<file path="src/rtl/irq_resp_ctrl_pkg.sv">
// Shared types and helpers for the interrupt responder.
package irq_pkg;

    // FSM encoding for the grant sequencer
    typedef enum logic [1:0] {
        IDLE   = 2'd0,
        ASSERT = 2'd1,
        CLEAR  = 2'd2
    } irq_state_e;

    // Ceiling log2, used to validate the ID width at elaboration
    function automatic int unsigned clog2(input int unsigned n);
        int unsigned r;
        r = 0;
        while ((32'd1 << r) < n) begin
            r = r + 1;
        end
        return r;
    endfunction

endpackage

</file>
<file path="src/rtl/irq_resp_ctrl_if.sv">
// Request/grant bundle between peripherals, the responder and the consumer.
interface irq_resp_ctrl_if #(
    parameter int unsigned N    = 4,
    parameter int unsigned ID_W = 2
);
    logic [N-1:0]    src_req;
    logic [N-1:0]    src_mask;
    logic            irq;
    logic [ID_W-1:0] irq_id;
    logic            irq_ack;
    logic [N-1:0]    pending;
    logic            any_pending;

    // Environment side: sources, mask control and consumer acknowledge
    modport master (
        output src_req, src_mask, irq_ack,
        input  irq, irq_id, pending, any_pending
    );

    // Responder side
    modport slave (
        input  src_req, src_mask, irq_ack,
        output irq, irq_id, pending, any_pending
    );
endinterface

</file>
<file path="src/rtl/irq_resp_ctrl_prio_enc.sv">
// Combinational lowest-index-first priority encoder.
module prio_enc #(
    parameter int unsigned N    = 4,
    parameter int unsigned ID_W = 2
) (
    input  logic [N-1:0]    req,
    output logic            valid,
    output logic [ID_W-1:0] idx
);
    // Scan from the top so the lowest set index is the last one written
    always_comb begin
        valid = 1'b0;
        idx   = '0;
        for (int i = int'(N) - 1; i >= 0; i--) begin
            if (req[i]) begin
                valid = 1'b1;
                idx   = ID_W'(i);
            end
        end
    end
endmodule

</file>
<file path="src/rtl/irq_resp_ctrl.sv">
// Sticky pending latch plus fixed-priority req/ack grant sequencer.
module irq_resp_ctrl
    import irq_pkg::*;
#(
    parameter int unsigned N    = 4,
    parameter int unsigned ID_W = 2
) (
    input logic            clk,
    input logic            rst_n,
    irq_resp_ctrl_if.slave bus
);
    // Parameter sanity at elaboration
    if (N < 2 || N > 16) begin : g_bad_n
        $error("irq_resp_ctrl: N out of range");
    end
    if (ID_W != clog2(N)) begin : g_bad_idw
        $error("irq_resp_ctrl: ID_W must equal clog2(N)");
    end

    irq_state_e      state_q, state_d;
    logic [N-1:0]    pending_q, pending_d;
    logic            irq_q, irq_d;
    logic [ID_W-1:0] irq_id_q, irq_id_d;
    logic            any_pending_q, any_pending_d;
    logic [N-1:0]    clr;
    logic [N-1:0]    eligible;
    logic            enc_valid;
    logic [ID_W-1:0] enc_idx;

    assign eligible = pending_q & ~bus.src_mask;

    prio_enc #(.N(N), .ID_W(ID_W)) u_prio_enc (
        .req   (eligible),
        .valid (enc_valid),
        .idx   (enc_idx)
    );

    // Next state: grant sequencing, clear on ack, sticky pending with set-wins
    always_comb begin
        state_d  = state_q;
        irq_d    = irq_q;
        irq_id_d = irq_id_q;
        clr      = '0;
        unique case (state_q)
            IDLE: begin
                if (enc_valid) begin
                    state_d  = ASSERT;
                    irq_d    = 1'b1;
                    irq_id_d = enc_idx;
                end
            end
            ASSERT: begin
                if (bus.irq_ack) begin
                    state_d = CLEAR;
                    irq_d   = 1'b0;
                    clr     = N'(1) << irq_id_q;
                end
            end
            CLEAR: begin
                state_d = IDLE;
                irq_d   = 1'b0;
            end
            default: begin
                state_d = IDLE;
                irq_d   = 1'b0;
            end
        endcase
        pending_d     = (pending_q & ~clr) | bus.src_req;
        any_pending_d = |(pending_d & ~bus.src_mask);
    end

    // State and output registers
    always_ff @(posedge clk or negedge rst_n) begin
        if (!rst_n) begin
            state_q       <= IDLE;
            pending_q     <= '0;
            irq_q         <= 1'b0;
            irq_id_q      <= '0;
            any_pending_q <= 1'b0;
        end else begin
            state_q       <= state_d;
            pending_q     <= pending_d;
            irq_q         <= irq_d;
            irq_id_q      <= irq_id_d;
            any_pending_q <= any_pending_d;
        end
    end

    assign bus.irq         = irq_q;
    assign bus.irq_id      = irq_id_q;
    assign bus.pending     = pending_q;
    assign bus.any_pending = any_pending_q;
endmodule

</file>
<file path="src/flat_wrapper.sv">
// flat-port wrapper written by rule: the top's interface ports become plain ports
module irq_resp_ctrl_flat import irq_pkg::*;
#(
    parameter int unsigned N    = 4,
    parameter int unsigned ID_W = 2
)
  (clk, rst_n, bus_src_req, bus_src_mask, bus_irq_ack, bus_irq, bus_irq_id, bus_pending, bus_any_pending);
  irq_resp_ctrl_if #(.N(N), .ID_W(ID_W)) bus_i ();
  input logic clk;
  input logic rst_n;
  input wire logic [$bits(bus_i.src_req)-1:0] bus_src_req;
  input wire logic [$bits(bus_i.src_mask)-1:0] bus_src_mask;
  input wire logic [$bits(bus_i.irq_ack)-1:0] bus_irq_ack;
  output wire logic [$bits(bus_i.irq)-1:0] bus_irq;
  output wire logic [$bits(bus_i.irq_id)-1:0] bus_irq_id;
  output wire logic [$bits(bus_i.pending)-1:0] bus_pending;
  output wire logic [$bits(bus_i.any_pending)-1:0] bus_any_pending;
  assign bus_i.src_req = bus_src_req;
  assign bus_i.src_mask = bus_src_mask;
  assign bus_i.irq_ack = bus_irq_ack;
  assign bus_irq = bus_i.irq;
  assign bus_irq_id = bus_i.irq_id;
  assign bus_pending = bus_i.pending;
  assign bus_any_pending = bus_i.any_pending;
  irq_resp_ctrl #(.N(N), .ID_W(ID_W)) u_core (.clk(clk), .rst_n(rst_n), .bus(bus_i));
endmodule
</file>
<file path="config.mk">
export PLATFORM = sky130hd
export DESIGN_NAME = irq_resp_ctrl_flat
export DESIGN_NICKNAME = d
export VERILOG_FILES = /design/src/rtl/irq_resp_ctrl_pkg.sv /design/src/rtl/irq_resp_ctrl_if.sv /design/src/rtl/irq_resp_ctrl_prio_enc.sv /design/src/rtl/irq_resp_ctrl.sv /design/src/flat_wrapper.sv
export SDC_FILE = /design/constraint.sdc
export NUM_CORES = 1
export LEC_CHECK = 0
export CAP_MARGIN = 20
export CORE_AREA = 2 2 39 41
export DETAILED_ROUTE_END_ITERATION = 12
export DIE_AREA = 0 0 41 43
export HOLD_SLACK_MARGIN = 0.15
export PLACE_DENSITY = 0.68
export SLEW_MARGIN = 20
export SYNTH_ARGS = -nofsm -noshare
export SYNTH_HDL_FRONTEND = slang
export SYNTH_HIERARCHICAL = 1
export SYNTH_SLANG_ARGS = --single-unit
</file>
<file path="constraint.sdc">
create_clock -name clk -period 1.8 [get_ports clk]
set_clock_uncertainty 0.05 [all_clocks]
set_input_delay 0.18 -clock clk [delete_from_list [all_inputs] [get_ports clk]]
set_output_delay 0.18 -clock clk [all_outputs]
set_load 0.02 [all_outputs]
</file>
==> flow_summary.yaml <==
power_and_ir_drop:
  p_leak_uw: 0.000296
  total_power_uw: 751
  ir_drop_mv: 0.518
  powerDensity_nw_per_um2: 1080
cts:
  path_clk_slew_ns: 0.07
  cts_max_path_buffers: 2
  numCtsBuffers: 3
  clock-sinks: 9
  cts_root_buf: "clkbuf_4"
  clk_latency_ns: 0.27
  htreeDepth: 1
  cts_setup_buffers: 0
  cts.hold.buffers_added: 0
  cts_resized: 0
  cts_tree: "done"
finish:
  area_delta_synth_final_pct: 50.8
  final_cells: 87
  antennaDiodeCount: 0
  multi_input_area_um2: 219
  fill_cells: 152
  fin_nets: 83
  seq_area_um2: 225
  drive_gt1_share_pct: 11.3
drt:
  ant_nets: 0
  firstDrtPassIters: 3
  drt_drc_violations_left: 0
  drt-initial-drc-count: 3
  via_per_inst: 4.82
  vias: 419
  wl_per_cell_um: 11.9
  wirelength_mm: 1.04
sta:
  drv_slew: 0
  fin_crit_ns: 1.64
  max_freq_ghz: 0.610
  slew_headroom_pct: 72.7
  rsz0062_at_grt: "no"
  finalSetupTns_ns: 0
  hold_violations: 0
  worst_pin_slew_ns: 0.409
  period_share_pct: 91.1
  finalSetupViolCount: 0
placed_design:
  port_buffers: 18
  place.gp.congestion: 0.787
  place_inst: 83
  dp.final_hpwl_um: 792
synth:
  ys_top_cells_by_area: "dfrtp_1, nor2b_1, mux2_2"
  synth_top_cell_by_area: "dfrtp_1"
  synth_fp_nets: 59
  synthCells: 48
  syn_area_per_cell_um2: 9.64
  yosys_warnings: 6
  synth-edff-count: 0
  ys_seq_area_share_pct: 48.6
  yosysMostFrequentCell: "dfrtp_1"
  syn_area_um2: 463
  ys_seq_elements: 9
  synthFlopType: "dfrtp_1"
  ys_types: 21
  synthTopCellsByCount: "dfrtp_1, nor2_1, inv_1, nand2_1, nor2b_1"
  yosysTopAreaCellShare_pct: 48.6
  synthArstFlopShare_pct: 100
critical_path:
  path_delay_family: "buffers and inverters"
  required_ns: 1.57
  crit_fanout: 8
  endpoint_kind: "output pin"
  critical_path_buf_inv_count: 1
  worstPathArrival_ns: 1.41
  worstSetupPathType: "register to output pin"
  cp_slowest_stage_delay_ns: 0.66
  path_cells: "clkdlybuf4s50_1"
  startpoint_type: "register"
  slowest_stage: "clkdlybuf4s50_1"
die:
  die-area_um2: 1760
  core_um2: 1380
  core.rowCount: 14
  die_x_um: 41
  die_h_um: 43
  ioPinCount: 19
  start_util_pct: 33.5
grt:
  first_global_vias: 426
  antenna_found_initial: 0
  grt_overflow: 0
  grtUsageTotal_pct: 15.8
  grt_pass1_wl_mm: 1.73
  grt_max_degree: 10
status:
  status: "complete, no violations"
worst_hold_path:
  hp-class: "input pin to asynchronous set/reset pin"
run:
  max_cap_viol_count: 0
[cell usage in the layout, fill, tap and decap left out, drive strengths merged, types with 2 or more instances in the layout]
cell type / count
nor2: 6
o21bai: 2
nand2b: 2
nor2b: 4
clkdlybuf4s50: 18
dfrtp: 9
a21oi: 2
nand2: 5
mux2: 2
inv: 5
clkbuf: 3
[where the power goes]
group	switching (uW)	total (uW)	leakage, uW	internal, uW
Combinational	127	285	0.000183	158
Clock	81.1	163	0.0000177	82.4
Sequential	56.3	303	0.0000955	246
[metrics by stage]
stage,setup WS [ns],util (%),area [um^2],hold slack [ns]
floorplan,0.191,-,463,-0.166
global placement,0.0577,48.5,671,0.409
detailed placement,0.0483,48.5,671,0.420
CTS,0.140,50.5,698,0.157
global route,0.0694,50.5,698,0.189
finish,0.161,50.5,698,0.151
[state kept, by name (all words and copies together) (netlist names)]
name and count:
u_core/bus.irq_id 2, u_core/state_q 1, u_core/bus.irq 1, u_core/bus.any_pending 1
u_core/bus.pending 4
[kinds of logic after synthesis]
group | share of synthesized area, %
AND/OR/NAND/NOR | 25.4
AO/OA/AOI/OAI | 14.9
flip-flops | 48.6
buffers and inverters | 4.05
multiplexers | 7.03
[layout make-up]
type                       count  share of cell area (%)
sequential                     9                    32.3
multi-input combinational     34                    31.4
clock inverter                 1                   0.717
clock buffer                   3                    3.23
inverter                       5                    2.69
tap                           16                    2.87
timing repair buffer          19                    26.9
[final timing paths]
kind	start	to	slack, ns	depth (start not counted)
worst max-delay path	u_core/bus.irq_id[0]$_DFFE_PN0P_	bus_irq_id[0]	0.16	1
min in group clk	u_core/state_q[1]$_DFFE_PN0P_	u_core/bus.irq$_DFFE_PN0P_	0.42	1
worst min-delay path	rst_n	u_core/bus.pending[1]$_DFF_PN0_	0.15	1
max in group asynchronous	rst_n	u_core/bus.pending[3]$_DFF_PN0_	1.26	1
worst max register to register	u_core/bus.pending[1]$_DFF_PN0_	u_core/bus.irq_id[1]$_DFFE_PN0P_	0.27	5
worst min register to register	u_core/state_q[1]$_DFFE_PN0P_	u_core/bus.irq$_DFFE_PN0P_	0.42	1
[per-layer routing]
layer  track usage [%]  vias to the layer above  wire length [um]
met1              16.2                      191               418
li1                  -                      210                 -
met3              4.71                        4                69
met4              16.0                        0                49
met2              23.1                       14               497
met5                 0                        -                 0
Note: power is estimated with default switching activity, not from simulation.
